$ cat src/rtl/uart_tx_fifo_if.sv
// rtl/uart_tx_fifo_if.sv - byte/write-enable push bus from the memory-access stage
// Signals:
//   uart    : byte to transmit, meaningful only while uart_we is high
//   uart_we : single-cycle push strobe
// Modports: master (memory-access stage drives), slave (uart_tx_fifo receives)
interface uart_tx_fifo_if;
    logic [7:0] uart;
    logic       uart_we;

    modport master (output uart, output uart_we);
    modport slave  (input  uart, input  uart_we);
endinterface

$ cat src/rtl/uart_tx_fifo.sv
// rtl/uart_tx_fifo.sv - FIFO-buffered UART transmitter, 8N1 LSB first (8E1 with UART_TX_PARITY_EN)
// Optional feature macro: UART_TX_PARITY_EN inserts an even-parity bit between data and stop.
// Ports:
//   clk            : system clock, rising edge
//   rst_n          : asynchronous active-low reset
//   bus            : uart_tx_fifo_if.slave push bus (uart byte, uart_we strobe)
//   i_overflow_clr : synchronous clear of the sticky overflow flag
//   o_uart_tx      : serial line, idle high
//   o_tx_busy      : FIFO non-empty or frame in flight
//   o_fifo_count   : bytes queued, excluding the byte in the shifter (0..DEPTH)
//   o_overflow     : sticky, a push was dropped because the FIFO was full
module uart_tx_fifo #(
    parameter int CLKS_PER_BIT    = 868,
    parameter int FIFO_DEPTH_LOG2 = 4
) (
    input  logic                     clk,
    input  logic                     rst_n,
    uart_tx_fifo_if.slave            bus,
    input  logic                     i_overflow_clr,
    output logic                     o_uart_tx,
    output logic                     o_tx_busy,
    output logic [FIFO_DEPTH_LOG2:0] o_fifo_count,
    output logic                     o_overflow
);
    localparam int                     DEPTH      = 1 << FIFO_DEPTH_LOG2;
    localparam logic [15:0]            BAUD_LAST  = 16'(CLKS_PER_BIT - 1);
    localparam logic [FIFO_DEPTH_LOG2:0] COUNT_FULL = (FIFO_DEPTH_LOG2 + 1)'(DEPTH);

    typedef enum logic [2:0] {
        S_IDLE   = 3'd0,
        S_START  = 3'd1,
        S_DATA   = 3'd2,
        S_STOP   = 3'd3
`ifdef UART_TX_PARITY_EN
        , S_PARITY = 3'd4
`endif
    } state_t;

    state_t                       r_state;
    state_t                       w_state_nxt;
    logic [15:0]                  r_baud;
    logic [2:0]                   r_bit_idx;
    logic [7:0]                   r_shift;
    logic [7:0]                   r_mem [DEPTH];
    logic [FIFO_DEPTH_LOG2-1:0]   r_wr_ptr;
    logic [FIFO_DEPTH_LOG2-1:0]   r_rd_ptr;
    logic [FIFO_DEPTH_LOG2:0]     r_count;
    logic                         r_overflow;
`ifdef UART_TX_PARITY_EN
    logic                         r_parity;
`endif

    logic w_bit_done;
    logic w_not_empty;
    logic w_full;
    logic w_push;
    logic w_drop;
    logic w_pop;
    logic w_tx;

    assign w_bit_done  = (r_baud == BAUD_LAST);
    assign w_not_empty = (r_count != '0);
    // Fullness uses the pre-edge count, so a same-cycle pop never rescues a push.
    assign w_full      = (r_count == COUNT_FULL);
    assign w_push      = bus.uart_we && !w_full;
    assign w_drop      = bus.uart_we && w_full;

    // Next state, pop request and line level. The line is decoded from
    // registered state only, so reset forces it high without waiting for a clock.
    always_comb begin
        w_state_nxt = r_state;
        w_pop       = 1'b0;
        w_tx        = 1'b1;
        case (r_state)
            S_IDLE: begin
                if (w_not_empty) begin
                    w_pop       = 1'b1;
                    w_state_nxt = S_START;
                end
            end
            S_START: begin
                w_tx = 1'b0;
                if (w_bit_done) w_state_nxt = S_DATA;
            end
            S_DATA: begin
                w_tx = r_shift[0];
                if (w_bit_done && r_bit_idx == 3'd7) begin
`ifdef UART_TX_PARITY_EN
                    w_state_nxt = S_PARITY;
`else
                    w_state_nxt = S_STOP;
`endif
                end
            end
`ifdef UART_TX_PARITY_EN
            S_PARITY: begin
                w_tx = r_parity;
                if (w_bit_done) w_state_nxt = S_STOP;
            end
`endif
            S_STOP: begin
                // Chain straight into the next frame when data is waiting.
                if (w_bit_done) begin
                    if (w_not_empty) begin
                        w_pop       = 1'b1;
                        w_state_nxt = S_START;
                    end else begin
                        w_state_nxt = S_IDLE;
                    end
                end
            end
            default: w_state_nxt = S_IDLE;
        endcase
    end

    always_ff @(posedge clk or negedge rst_n) begin
        if (!rst_n) begin
            r_state   <= S_IDLE;
            r_baud    <= '0;
            r_bit_idx <= '0;
            r_shift   <= '0;
`ifdef UART_TX_PARITY_EN
            r_parity  <= 1'b0;
`endif
        end else begin
            r_state <= w_state_nxt;
            if (w_pop) begin
                r_shift   <= r_mem[r_rd_ptr];
                r_baud    <= '0;
                r_bit_idx <= '0;
`ifdef UART_TX_PARITY_EN
                r_parity  <= ^r_mem[r_rd_ptr];
`endif
            end else if (r_state != S_IDLE) begin
                if (w_bit_done) begin
                    r_baud <= '0;
                    if (r_state == S_DATA) begin
                        r_shift   <= r_shift >> 1;
                        r_bit_idx <= r_bit_idx + 3'd1;
                    end
                end else begin
                    r_baud <= r_baud + 16'd1;
                end
            end
        end
    end

    // Storage needs no reset: pointers and count define what is valid.
    always_ff @(posedge clk) begin
        if (w_push) r_mem[r_wr_ptr] <= bus.uart;
    end

    always_ff @(posedge clk or negedge rst_n) begin
        if (!rst_n) begin
            r_wr_ptr   <= '0;
            r_rd_ptr   <= '0;
            r_count    <= '0;
            r_overflow <= 1'b0;
        end else begin
            if (w_push) r_wr_ptr <= r_wr_ptr + 1'b1;
            if (w_pop)  r_rd_ptr <= r_rd_ptr + 1'b1;
            case ({w_push, w_pop})
                2'b10:   r_count <= r_count + 1'b1;
                2'b01:   r_count <= r_count - 1'b1;
                default: r_count <= r_count;
            endcase
            // A drop in the same cycle as a clear leaves the flag set.
            if (w_drop)              r_overflow <= 1'b1;
            else if (i_overflow_clr) r_overflow <= 1'b0;
        end
    end

    assign o_uart_tx    = w_tx;
    assign o_tx_busy    = (r_state != S_IDLE) || w_not_empty;
    assign o_fifo_count = r_count;
    assign o_overflow   = r_overflow;
endmodule

$ cat src/flat_wrapper.sv
// flat-port wrapper written by rule: the top's interface ports become plain ports
module uart_tx_fifo_flat 
#(
    parameter int CLKS_PER_BIT    = 868,
    parameter int FIFO_DEPTH_LOG2 = 4
)
  (clk, rst_n, i_overflow_clr, o_uart_tx, o_tx_busy, o_fifo_count, o_overflow, bus_uart, bus_uart_we);
  uart_tx_fifo_if bus_i ();
  input  logic clk;
  input  logic rst_n;
  input  logic i_overflow_clr;
  output logic o_uart_tx;
  output logic o_tx_busy;
  output logic [FIFO_DEPTH_LOG2:0] o_fifo_count;
  output logic o_overflow;
  input wire logic [$bits(bus_i.uart)-1:0] bus_uart;
  input wire logic [$bits(bus_i.uart_we)-1:0] bus_uart_we;
  assign bus_i.uart = bus_uart;
  assign bus_i.uart_we = bus_uart_we;
  uart_tx_fifo #(.CLKS_PER_BIT(CLKS_PER_BIT), .FIFO_DEPTH_LOG2(FIFO_DEPTH_LOG2)) u_core (.clk(clk), .rst_n(rst_n), .bus(bus_i), .i_overflow_clr(i_overflow_clr), .o_uart_tx(o_uart_tx), .o_tx_busy(o_tx_busy), .o_fifo_count(o_fifo_count), .o_overflow(o_overflow));
endmodule
$ cat config.mk
export PLATFORM = sky130hd
export DESIGN_NAME = uart_tx_fifo_flat
export DESIGN_NICKNAME = d
export VERILOG_FILES = /design/src/rtl/uart_tx_fifo_if.sv /design/src/rtl/uart_tx_fifo.sv /design/src/flat_wrapper.sv
export SDC_FILE = /design/constraint.sdc
export NUM_CORES = 1
export LEC_CHECK = 0
export CAP_MARGIN = 30
export CORE_AREA = 2 2 189 98
export DETAILED_ROUTE_END_ITERATION = 7
export DIE_AREA = 0 0 191 100
export SYNTH_ARGS = -nofsm -noshare
export SYNTH_HDL_FRONTEND = slang
export SYNTH_SLANG_ARGS = --single-unit
$ cat constraint.sdc
create_clock -name clk -period 3.3 [get_ports clk]
set_clock_uncertainty 0.1 [all_clocks]
set_input_delay 0.495 -clock clk [delete_from_list [all_inputs] [get_ports clk]]
set_output_delay 0.495 -clock clk [all_outputs]
set_load 0.02 [all_outputs]
* Word-level counts from Yosys, hierarchy flattened
Memory sizes are Yosys's and may differ from the RTL's.
Cells that the tools add are included.
** Storage, ports and cells
- Register bits :: 44
- Bits in writable memories :: 128
- Input bits :: 12
- Output and inout bits :: 8
- Memories kept :: 1
** Memories
- u_core.r_mem :: words 16, bits a word 8, rd ports 1, clocked after memory_dff 0, wr ports 1, RTL line uart_tx_fifo.sv:44 : logic [7:0] r_mem [DEPTH];
** Cells by class
- $add $sub $neg :: 6
- Equality and inequality tests :: 12
- Muxes and demuxes :: 26
- Reduce and logical (&&, ||, !) cells :: 15
** Operators with widths (number)
- 2-to-1 mux 16 bit :: 3
- 2-to-1 mux 8 bit :: 4
- 2-to-1 mux 3 bit :: 8
- adder 16 x 1 -> 16 bit (second input constant) :: 1
- equality test 16 x 10 -> 1 bit (second input constant) :: 1
- case mux 3 bit (4 select lines) :: 1
- case mux 5 bit (2 select lines) :: 1
- nonzero test 2 bit :: 5
- adder 4 x 1 -> 4 bit (second input constant) :: 2
- != test 2 x 1 -> 1 bit (second input constant) :: 4
- 2-to-1 mux 1 bit :: 7
- equality test 3 x 2 -> 1 bit (second input constant) :: 2
- adder 5 x 1 -> 5 bit (second input constant) :: 1
- equality test 5 bit (second input constant) :: 1
- nonzero test 5 bit :: 1
- subtractor 5 x 1 -> 5 bit (second input constant) :: 1
- case mux 1 bit (2 select lines) :: 2
- AND reduction 4 bit :: 1
- adder 3 x 1 -> 3 bit (second input constant) :: 1
- equality test 3 x 1 -> 1 bit (second input constant) :: 1
- equality test 3 bit (second input constant) :: 1
- logical AND 1 bit :: 3
- logical NOT 3 bit :: 1
- AND reduction 3 bit :: 1
- 5 further kinds :: 5

* Logic depth before layout (Yosys ltp)
- Depth after elaboration :: 6
- Mapped depth :: 16
- Depth with buffers taken out :: 13

* Worst setup path before layout
OpenSTA, ideal clock, no wires.
- Kind :: reg2reg
- Start point :: register u_core.r_count[1], in the netlist u_core.o_fifo_count[1]
- End point :: register u_core.r_count[4], in the netlist u_core.o_fifo_count[4]
- Arrival time :: 3.048 ns
- Data required time :: 3.121 ns
- Slack :: 0.073 ns
- Stages on the path, launching flop included :: 15
- Path buffers :: 3
- Clock period less this slack :: 3.227 ns
- Cell sequence :: dfrtp_1 buf_6 or4_4 o21bai_4 nor2_4 buf_6 ha_1 clkbuf_1 xor2_1 ha_1 o21a_1 o21ai_0 nand3b_1 a21oi_1 xor2_1
** On the way
- Longest elaborated chain between the ends :: 6
** RTL lines
- from (decl) :: RTL line uart_tx_fifo.sv:47 : logic [FIFO_DEPTH_LOG2:0] r_count;
- from (signal assigned) :: RTL line uart_tx_fifo.sv:163 : 2'b10: r_count <= r_count + 1'b1;
- from (signal assigned) :: RTL line uart_tx_fifo.sv:164 : 2'b01: r_count <= r_count - 1'b1;
- from (signal assigned) :: RTL line uart_tx_fifo.sv:165 : default: r_count <= r_count;
- nonzero test 5 bit :: RTL line uart_tx_fifo.sv:62 : assign w_not_empty = (r_count != '0);
- 2-to-1 mux 1 bit :: RTL line uart_tx_fifo.sv:76, uart_tx_fifo.sv:104
- 2-to-1 mux 1 bit :: RTL line uart_tx_fifo.sv:103 : if (w_bit_done) begin
- case mux 1 bit (2 select lines) :: RTL line uart_tx_fifo.sv:74 : case (r_state)
- equality test 2 x 1 -> 1 bit or equality test 2 bit (tied branches) :: RTL line uart_tx_fifo.sv:162 : case ({w_push, w_pop})
- case mux 5 bit (2 select lines) or nonzero test 2 bit (tied branches)
Several ways; a longest one is shown, not always the timed one.
A chain may end at the register's enable or synchronous reset.

* Worst setup path in the final report
- Start point :: register u_core.r_baud[0]
- End point :: register u_core.r_count[4], in the netlist u_core.o_fifo_count[4]
** On the way
- Longest elaborated chain between the ends :: 5
** RTL lines
- from (decl) :: RTL line uart_tx_fifo.sv:41 : logic [15:0] r_baud;
- from (signal assigned) :: RTL line uart_tx_fifo.sv:142 : r_baud <= r_baud + 16'd1;
- equality test 16 x 10 -> 1 bit * :: RTL line uart_tx_fifo.sv:61 : assign w_bit_done = (r_baud == BAUD_LAST);
- 2-to-1 mux 1 bit * :: RTL line uart_tx_fifo.sv:103
- case mux 1 bit (2 select lines) * :: RTL line uart_tx_fifo.sv:74
- equality test 2 x 1 -> 1 bit or equality test 2 bit (tied branches) :: RTL line uart_tx_fifo.sv:162
- case mux 5 bit (2 select lines) or nonzero test 2 bit (tied branches)
Every way passes the cells marked *; elsewhere a longest branch is shown, timed or not.

==> qor.csv <==
metric,value,unit
Clock Latency Late Sink,420,ps
Ports,20,
multi-input logic area,2330,sq um
Final Worst Setup Slack,291,ps
mapped cell area,7420,sq um
post-synth top area cell,edfxtp_1,
fin cells,773,
XOR/XNOR Fraction of Synth Area,2.95,%
Post-synth EDFFs,128,
GRT Resource Usage Total,17.1,%
Slew HR,46.1,%
Placed Instances,740,
Post-Syn Area per Cell,15.5,sq um
DP Wirelength,10800,um
CP max stage cell,dfrtp_1,
worst slew pin tran,803,ps
Final Hold Fails,0,
final core occ,48.4,%
top-area cell type share of the netlist area,51.8,%
maximum VDD drop,0.000409,V
Final nets,548,
setup_tns,0,ps
post-route antenna net violation count,0,
first-pass GRT wire length,23800,um
Pre-Repair DR Iteration Count,5,
Syn Inst Count,479,
worst r2r src,u_core.r_baud[0],
Lkg Pwr,3.00,nW
clk root buf,clkbuf_16,
n_diodes,0,
Pwr Total,7.34,mW
Final period util,91.2,%
Clock Tree Buf Depth,2,
most frequent cell after synthesis,edfxtp_1,
fmax,0.332,GHz
cell area after layout,8580,sq um
routed length per instance,19.7,um
CP max stage delay,410,ps
most frequent CP cell,ha_1,
Place WS,230,ps
largest net degree at the start of global routing,26,
Main synth FF type,edfxtp_1,
Reg area,4920,sq um
Synth top cells by count,"128 x edfxtp_1, 43 x dfrtp_1, 38 x nor2_1",
"delay-heaviest family, CP",adder cells,
Final Critical Period,3010,ps
crit-path cells,ha_1 > nor4b_1 > and4b_1 > a21oi_2 > nor2_4 > ha_1 > xor2_1 > ha_1 > o21a_1 > o21ai_0 > nand3b_1 > a21oi_1 > xor2_1,
Die Area,19100,sq um
status,finished clean,
worst hold path type,register to register,
crit path capture type,register,
Worst Path Required,3540,ps
Hold Startpoint,u_core.r_baud[9],
initial antenna violation count,0,
area delta synth->final,15.7,%
main combinational cell family by area after synthesis,multiplexers,
DIE WIDTH,191,um
clk sinks,171,
Chip Height,100,um
PortBufs,19,
Clock transition at path regs,70,ps
Synth Warn #,0,
# Max-Cap Violations,0,
Hold WS,424,ps
grt ovf,0,
adder-cell share of the synthesized area,2.70,%
Via density,5.36,
post-synthesis sequential area ratio,66.3,%
unique cell type count in the Yosys netlist,54,
DR DRC count,0,
CTS tree,yes,
"Setup violations, final",0,
RSZ-0062 raised after global routing,false,
row cnt,35,
simple-gate share of the synthesized area,7.41,%
mux contribution to synthesized area,13.2,%
crit path from,u_core.r_baud[0],
H-Tree Depth,4,
DR vias,4144,
core box area,17700,sq um
vias in the first global route,4105,
post-synthesis register bit count,171,
max-slew violations,0,
DP Area,7960,sq um
Syn Nets,507,
startpoint types,register,
PwrDens,855,nW/um^2
crit path max fanout,8,
cts bufs inserted,17,
initial drt markers,392,
CP Class,register to register,
fillers,1495,
WP buf/inv,0,
GPL Wtd Cong,0.833,
Post-synth ARST share,25.1,%
top post-synthesis cells by area,"edfxtp_1 52%, dfrtp_1 15%, mux4_2 5.5%, mux2_2 4.9%, ha_1 2.7%",
Initial Utilization,41.8,%
WL final,15200,um
layout cell share with drive strength beyond 1,21.8,%
area fraction in compound gates after synthesis,5.03,%
Worst Path Arrival,3250,ps
## cell families (layout without fill, tap and decap cells)
family / after synthesis / count (layout)
multiplexers: 71 / 71
adder cells (fa/ha/maj): 16 / 16
AND/OR/NAND/NOR: 110 / 110
XOR/XNOR: 25 / 25
flip-flops: 171 / 171
AO/OA/AOI/OAI: 54 / 54
buffers and inverters: 32 / 86
## flip-flops by register name (all words and copies together), names as in the netlist
register             flops
u_core.r_state           2
u_core.r_shift           8
u_core.r_wr_ptr          4
u_core.o_fifo_count      5
u_core.r_bit_idx         3
u_core.o_overflow        1
u_core.r_rd_ptr          4
u_core.r_baud           16
u_core.r_mem           128
## placed cells by master (no fill, tap or decap), drive strengths merged, types with 2 or more instances in the layout
cell | netlist | routed
edfxtp | 128 | 128
dfrtp | 43 | 43
nor2 | 39 | 39
mux2 | 33 | 33
buf | 15 | 26
nand2 | 21 | 21
clkbuf | 8 | 21
mux2i | 20 | 20
mux4 | 18 | 18
clkdlybuf4s50 | 0 | 18
xnor2 | 16 | 16
ha | 16 | 16
o22ai | 14 | 14
a21oi | 11 | 11
nand3 | 10 | 10
o21ai | 10 | 10
xor2 | 9 | 9
inv | 9 | 9
nor3 | 8 | 8
o221ai | 7 | 7
nor4 | 5 | 5
clkinvlp | 0 | 5
nand4 | 4 | 4
nand2b | 4 | 4
and3 | 3 | 3
bufinv | 0 | 3
a21boi | 3 | 3
clkinv | 0 | 3
or3b | 2 | 2
nand3b | 2 | 2
and2 | 2 | 2
and4 | 2 | 2
o21bai | 2 | 2
or2 | 2 | 2
## report_power, final
group	switching [mW]	internal, mW
Combinational	1.20	1.09
Sequential	0.364	2.66
Clock	0.794	1.23
## what timing repair did
item                                    in CTS  in global routing
buffers inserted                             0                  0
hold endpoints to repair                    18                  0
hold buffers                                 1                  0
resized for setup                            0                  1
endpoints found under the setup margin       0                  1
## cell type report
cell class / count / share of cell area (%)
Inverter: 9 / 0.394
Sequential cell: 171 / 57.3
Clock inverter: 11 / 1.69
Timing Repair Buffer: 45 / 4.61
Tap cell: 240 / 3.50
Multi-Input combinational cell: 276 / 27.1
Clock buffer: 21 / 5.37
## routing by layer
| layer | wire (um) | vias to the layer above | global-route usage (%) |
|---|---|---|---|
| li1 | - | 1910 | - |
| met1 | 8060 | 2100 | 27.9 |
| met3 | 994 | 14 | 3.95 |
| met4 | 112 | 0 | 4.29 |
| met2 | 6040 | 120 | 22.4 |
| met5 | 0 | - | 0 |
## path summary, 6_finish.rpt
path                                          end  slack, ps  cells after the start
setup / recovery           u_core.o_fifo_count[4]        290                     13
hold / removal                   u_core.r_baud[9]        420                      1
setup reg to reg           u_core.o_fifo_count[4]        290                     13
hold reg to reg                  u_core.r_baud[9]        420                      1
max in group asynchronous        u_core.r_baud[4]       2110                      3
min in group asynchronous  u_core.o_fifo_count[2]        480                      2
No activity file was read; power rests on OpenSTA's default activity.
